==> src/rtl/mastermind_scorer.sv <==
// Sequential Mastermind scorer: exact pass, then colour-only pairing pass, then one-cycle report.
// Latency 21 cycles from START (4 + 16 + 1). Define MASTERMIND_SCORER_FAST_WIN_EN to report a win after the exact pass.
// START is accepted only in IDLE with no WIN/LOSE; it is dropped while BUSY; NEW_GAME aborts any scoring.
module mastermind_scorer #(
    parameter int NUM_PEGS  = 4,
    parameter int COLOR_W   = 4,
    parameter int MAX_TRIES = 10,
    parameter int TRY_W     = 4,
    parameter int SCORE_W   = 3
) (
    input  logic                          CLK,
    input  logic                          RESET_N,
    input  logic [NUM_PEGS*COLOR_W-1:0]   SECRET,
    input  logic [NUM_PEGS*COLOR_W-1:0]   GUESS,
    input  logic                          START,
    input  logic                          NEW_GAME,
    output logic                          BUSY,
    output logic                          DONE,
    output logic [SCORE_W-1:0]            BLACK,
    output logic [SCORE_W-1:0]            WHITE,
    output logic [TRY_W-1:0]              TRIES,
    output logic                          WIN,
    output logic                          LOSE
);

    localparam int IDX_W = (NUM_PEGS > 1) ? $clog2(NUM_PEGS) : 1;
    localparam logic [IDX_W-1:0] LAST = IDX_W'(NUM_PEGS - 1);

    typedef enum logic [1:0] {IDLE, EXACT, COLOR, REPORT} state_t;

    state_t               state, state_nxt;
    logic [COLOR_W-1:0]   s_peg [NUM_PEGS];
    logic [COLOR_W-1:0]   g_peg [NUM_PEGS];
    logic [NUM_PEGS-1:0]  sused, gused;
    logic [IDX_W-1:0]     i, j;
    logic [SCORE_W-1:0]   black, white, black_fin;
    logic [TRY_W-1:0]     tries, tries_inc;
    logic                 win, lose;
    logic                 exact_hit, color_hit, start_ok, last_exact, last_pair;
    logic                 win_now, fast_win, enter_report;

    always_comb begin
        exact_hit  = (g_peg[i] == s_peg[i]);
        color_hit  = !gused[i] && !sused[j] && (g_peg[i] == s_peg[j]);
        start_ok   = START && !NEW_GAME && !win && !lose;
        last_exact = (i == LAST);
        last_pair  = last_exact && (j == LAST);
        // The final exact hit lands on the same edge that leaves EXACT, so fold it in here.
        black_fin  = (state == EXACT) ? black + SCORE_W'(exact_hit) : black;
        win_now    = (black_fin == SCORE_W'(NUM_PEGS));
        tries_inc  = (tries == TRY_W'(MAX_TRIES)) ? tries : tries + 1'b1;
`ifdef MASTERMIND_SCORER_FAST_WIN_EN
        fast_win   = win_now;
`else
        fast_win   = 1'b0;
`endif
    end

    always_ff @(posedge CLK) begin
        if (!RESET_N) state <= IDLE;
        else          state <= state_nxt;
    end

    always_comb begin
        state_nxt = state;
        case (state)
            IDLE:    if (start_ok) state_nxt = EXACT;
            EXACT:   if (last_exact) state_nxt = fast_win ? REPORT : COLOR;
            COLOR:   if (last_pair) state_nxt = REPORT;
            REPORT:  state_nxt = IDLE;
            default: state_nxt = IDLE;
        endcase
        if (NEW_GAME) state_nxt = IDLE;
    end

    always_comb begin
        BUSY = (state == EXACT) || (state == COLOR);
        DONE = (state == REPORT);
    end

    // Score/try flags are committed on entry to REPORT so everything is valid while DONE is high.
    assign enter_report = (state_nxt == REPORT);

    always_ff @(posedge CLK) begin
        if (!RESET_N) begin
            for (int k = 0; k < NUM_PEGS; k++) begin
                s_peg[k] <= '0;
                g_peg[k] <= '0;
            end
            sused <= '0;
            gused <= '0;
            i     <= '0;
            j     <= '0;
            black <= '0;
            white <= '0;
            tries <= '0;
            win   <= 1'b0;
            lose  <= 1'b0;
        end else if (NEW_GAME) begin
            black <= '0;
            white <= '0;
            tries <= '0;
            win   <= 1'b0;
            lose  <= 1'b0;
        end else begin
            case (state)
                IDLE: if (start_ok) begin
                    for (int k = 0; k < NUM_PEGS; k++) begin
                        s_peg[k] <= SECRET[k*COLOR_W +: COLOR_W];
                        g_peg[k] <= GUESS[k*COLOR_W +: COLOR_W];
                    end
                    sused <= '0;
                    gused <= '0;
                    i     <= '0;
                    j     <= '0;
                    black <= '0;
                    white <= '0;
                end
                EXACT: begin
                    if (exact_hit) begin
                        black    <= black + 1'b1;
                        gused[i] <= 1'b1;
                        sused[i] <= 1'b1;
                    end
                    i <= last_exact ? '0 : i + 1'b1;
                    j <= '0;
                end
                COLOR: begin
                    if (color_hit) begin
                        white    <= white + 1'b1;
                        gused[i] <= 1'b1;
                        sused[j] <= 1'b1;
                    end
                    if (j == LAST) begin
                        j <= '0;
                        i <= last_exact ? '0 : i + 1'b1;
                    end else begin
                        j <= j + 1'b1;
                    end
                end
                default: ;
            endcase
            if (enter_report) begin
                tries <= tries_inc;
                if (win_now)
                    win <= 1'b1;
                else if (tries_inc == TRY_W'(MAX_TRIES))
                    lose <= 1'b1;
            end
        end
    end

    assign BLACK = black;
    assign WHITE = white;
    assign TRIES = tries;
    assign WIN   = win;
    assign LOSE  = lose;

endmodule

==> config.mk <==
export PLATFORM = sky130hd
export DESIGN_NAME = mastermind_scorer
export DESIGN_NICKNAME = d
export VERILOG_FILES = /design/src/rtl/mastermind_scorer.sv
export SDC_FILE = /design/constraint.sdc
export NUM_CORES = 1
export LEC_CHECK = 0
export CORE_MARGIN = 8
export CORE_UTILIZATION = 55
export CTS_CLUSTER_SIZE = 14
export DETAILED_ROUTE_END_ITERATION = 10
export PLACE_DENSITY = 0.93
export SLEW_MARGIN = 40
export SYNTH_ARGS = -nofsm -noshare
export SYNTH_HDL_FRONTEND = slang
export SYNTH_SLANG_ARGS = --single-unit
==> constraint.sdc <==
create_clock -name CLK -period 6.1 [get_ports CLK]
set_input_delay 1.22 -clock CLK [delete_from_list [all_inputs] [get_ports CLK]]
set_output_delay 1.22 -clock CLK [all_outputs]
set_load 0.05 [all_outputs]
==> results_dict.tcl <==
set metrics [dict create \
    ys_seq_elements 62 \
    path_buf_inv 1 \
    hold_buffers 0 \
    grt_util_all_layers_pct 18.0 \
    relSlewSlack_pct 48.9 \
    postCtsSetupRepairBufs 0 \
    tritoncts "yes" \
    diodes 0 \
    hold_viol_final 0 \
    cts_buffers 9 \
    area_delta_synth_final_pct 23.3 \
    final.min_clock_period_ns 3.59 \
    cts-htree-levels 3 \
    vdd_drop_max_v 0.000146 \
    slew_viol_final 0 \
    ctsLongestPathBuffers 2 \
    synth_cells 274 \
    detail_route.iter0.violations 98 \
    drc_errors 0 \
    p_sw_mw 0.217 \
    fin_nets 377 \
    grt.overflow.total 0 \
    setup-tns-final_ns 0 \
    power_density_mw_per_mm2 246 \
    post-route-util_pct 69.0 \
    cp_max_fo 12 \
    clkSinkCount 62 \
    gp_congestion 0.821 \
    status "finished clean" \
    post-route-period-util_pct 58.9 \
    die_y_um 92.9 \
    crit_type "in -> reg" \
    p_sw_share_pct 22.1 \
    critPathArrivalTime_ns 3.82 \
    fmax_mhz 278 \
    start_kind "input pin" \
    drt-vias-per-instance 5.74 \
    root_buffer "clkbuf_8" \
    start_util_pct 56.0 \
    fp-row-count 28 \
    pwr-share-seq_pct 47.3 \
    grt_pass1_wl_um 12000 \
    power_frac_clock_pct 42.9 \
    p_leak_nw 1.53 \
    port_buffers 49 \
    antenna_found_initial 0 \
    synth.avg_cell_area_sq_um 11.9 \
    synth_edf_count 32 \
    cp-end-kind "register" \
    wl_per_cell_um 18.2 \
    drtPass1Iterations 4 \
    synth.distinct_cells 44 \
    grt_pass1_vias 2363 \
    crit_family "simple AND/OR/NAND/NOR gates" \
    wl_um 7310 \
    dr_total_vias 2306 \
    worst_hold_slack_ns 0.481 \
    clk_latency_ns 0.35 \
    p_int_mw 0.768 \
    grt_max_degree 33 \
    pwr-share-comb_pct 9.8 \
    synth_area_sq_mm 0.00326 \
    io_pins 50 \
    ys.flop_type "edfxtp_1" \
    ys_seq_area_share_pct 48.0 \
    die_width_um 92.9 \
    tightest_slew_ns 0.763 \
    antenna_left 0 \
    core_sq_mm 0.00582 \
    setup_viol_count_final 0 \
    rsz0062_at_grt "false" \
    cpPeakStageDelay_ns 0.69 \
    dieArea_sq_mm 0.00864 \
    crit_chain "clkdlybuf4s50_1 > nor4b_1 > or2b_2 > nor3b_2 > a41o_2 > nor2_1" \
    ys_async_sr_fraction_pct 0 \
    drv_cap 0 \
    cp.required_ns 6.32 \
    yosysWarnings 0 \
    syn_nets 329 \
    hold_class "reg -> reg" \
    crit_path_top_delay_cell "nor4b_1" \
    cts.repair.resized 0 \
    dpl.hpwl_um 5320 \
    layout-drive-gt1-share_pct 11.3 \
    clock_skew_ns 0.0148 \
    clk_pin_slew_worst_paths_ns 0.07 \
]
[worst register-to-register path: stages, from the launching register on]
cell and delay [ns]:
dfxtp_1 0.63, mux4_1 0.69, xor2_1 0.23, nor4_1 0.39, ha_1 0.23, ha_1 0.23
nor4b_1 0.30, o21ai_0 0.13, o21ai_0 0.16, nor4_1 0.10, a21oi_1 0.17, nor2_1 0.05
[cells in the mapped netlist (2+ instances only)]
cell / n / area share, %
inv_1: 12 / 1.4
nor4b_1: 2 / 0.54
nor2_1: 24 / 2.8
mux4_1: 4 / 3.2
nand2_1: 9 / 1.0
a41oi_1: 8 / 2.2
mux4_2: 10 / 6.9
a21oi_1: 7 / 1.1
edfxtp_1: 32 / 30
nor3_1: 4 / 0.61
ha_1: 19 / 7.3
nor4_1: 2 / 0.38
a31oi_1: 4 / 0.77
nand2b_1: 6 / 1.2
buf_6: 3 / 1.0
mux2i_1: 5 / 1.5
and2_1: 34 / 6.5
clkbuf_1: 7 / 0.81
o21ai_0: 8 / 1.2
xor2_1: 8 / 2.2
nor3b_1: 2 / 0.46
nand3_1: 6 / 0.92
dfxtp_1: 30 / 18
mux2_2: 4 / 1.4
xnor2_1: 5 / 1.3
[metrics by stage]
step / instance area (sq um) / worst slack (ns) / power [mW] / instances
final: 4010 / 2.51 / 0.986 / 402
after global routing: 4010 / 2.34 / 1.01 / 402
after CTS: 4010 / 2.51 / 0.986 / 402
after detailed placement: 3780 / 2.20 / 0.570 / 386
after global placement: 3760 / 1.86 / 0.561 / 386
after floorplan: 3260 / 3.04 / 0.528 / 274
[per-layer routing]
layer	part of all wire (%)	track usage (%)	vias up
met2	53	31.2	89
li1	-	-	1093
met5	0	0	-
met4	2.0	7.38	0
met1	38	20.0	1110
met3	6.9	5.50	14
[cell families after synthesis]
family	after synthesis	synth area share (%)
buffers and inverters	25	4.04
AND/OR/NAND/NOR	94	15.6
AO/OA/AOI/OAI	38	8.57
multiplexers	23	13.1
flip-flops	62	48.0
XOR/XNOR	13	3.50
adder cells (fa/ha/maj)	19	7.30
[registers in the layout, summed over array words and instances, names as in the netlist, 3 cells and up, named ones only]
register  cells
TRIES         4
BLACK         3
gused         4
sused         4
g_peg        16
WHITE         3
s_peg        16
[power by group through the flow]
stage	Sequential, mW	Clock, mW	Combinational, mW
after global placement	0.472	0	0.0887
after floorplan	0.472	0	0.0555
after CTS	0.466	0.423	0.0966
after global routing	0.467	0.443	0.104
final	0.466	0.423	0.0963
after detailed placement	0.475	0	0.0953
[layout make-up]
class	count	area, sq um
fill	412	1800
multi-input combinational	187	1580
sequential	62	1560
timing repair buffer	50	498
clock buffer	13	169
tap	75	93.8
clock inverter	3	65.1
inverter	12	45.0
[cell usage in the layout, fill, tap and decap left out, types with 2 or more instances in the layout]
master and instances:
clkbuf_8 12, a41oi_1 8, and2_1 34, a21oi_1 7
nand2b_1 6, nor2_1 24, nand2_1 8, nor3_1 4
ha_1 19, clkdlybuf4s50_1 49, mux2i_1 5, nand3_1 6
o21ai_0 8, mux2_2 4, a31oi_1 4, inv_1 12
mux4_2 10, xnor2_1 5, dfxtp_1 30, mux4_1 4
bufinv_16 2, nor4b_1 2, nor4_1 2, edfxtp_1 32
xor2_1 8
[worst paths after layout]
path	slack, ns	from	cells past startpoint	endpoint
worst max-delay path	2.51	NEW_GAME	6	sused[0]$_SDFFE_PN0P_
worst min-delay path	0.48	WHITE[2]$_SDFFE_PP0P_	2	WHITE[2]$_SDFFE_PP0P_
worst min register to register	0.48	WHITE[2]$_SDFFE_PP0P_	2	WHITE[2]$_SDFFE_PP0P_
worst max register to register	2.66	register	11	LOSE$_SDFFE_PP0P_
(Power assumes the default switching activity.)
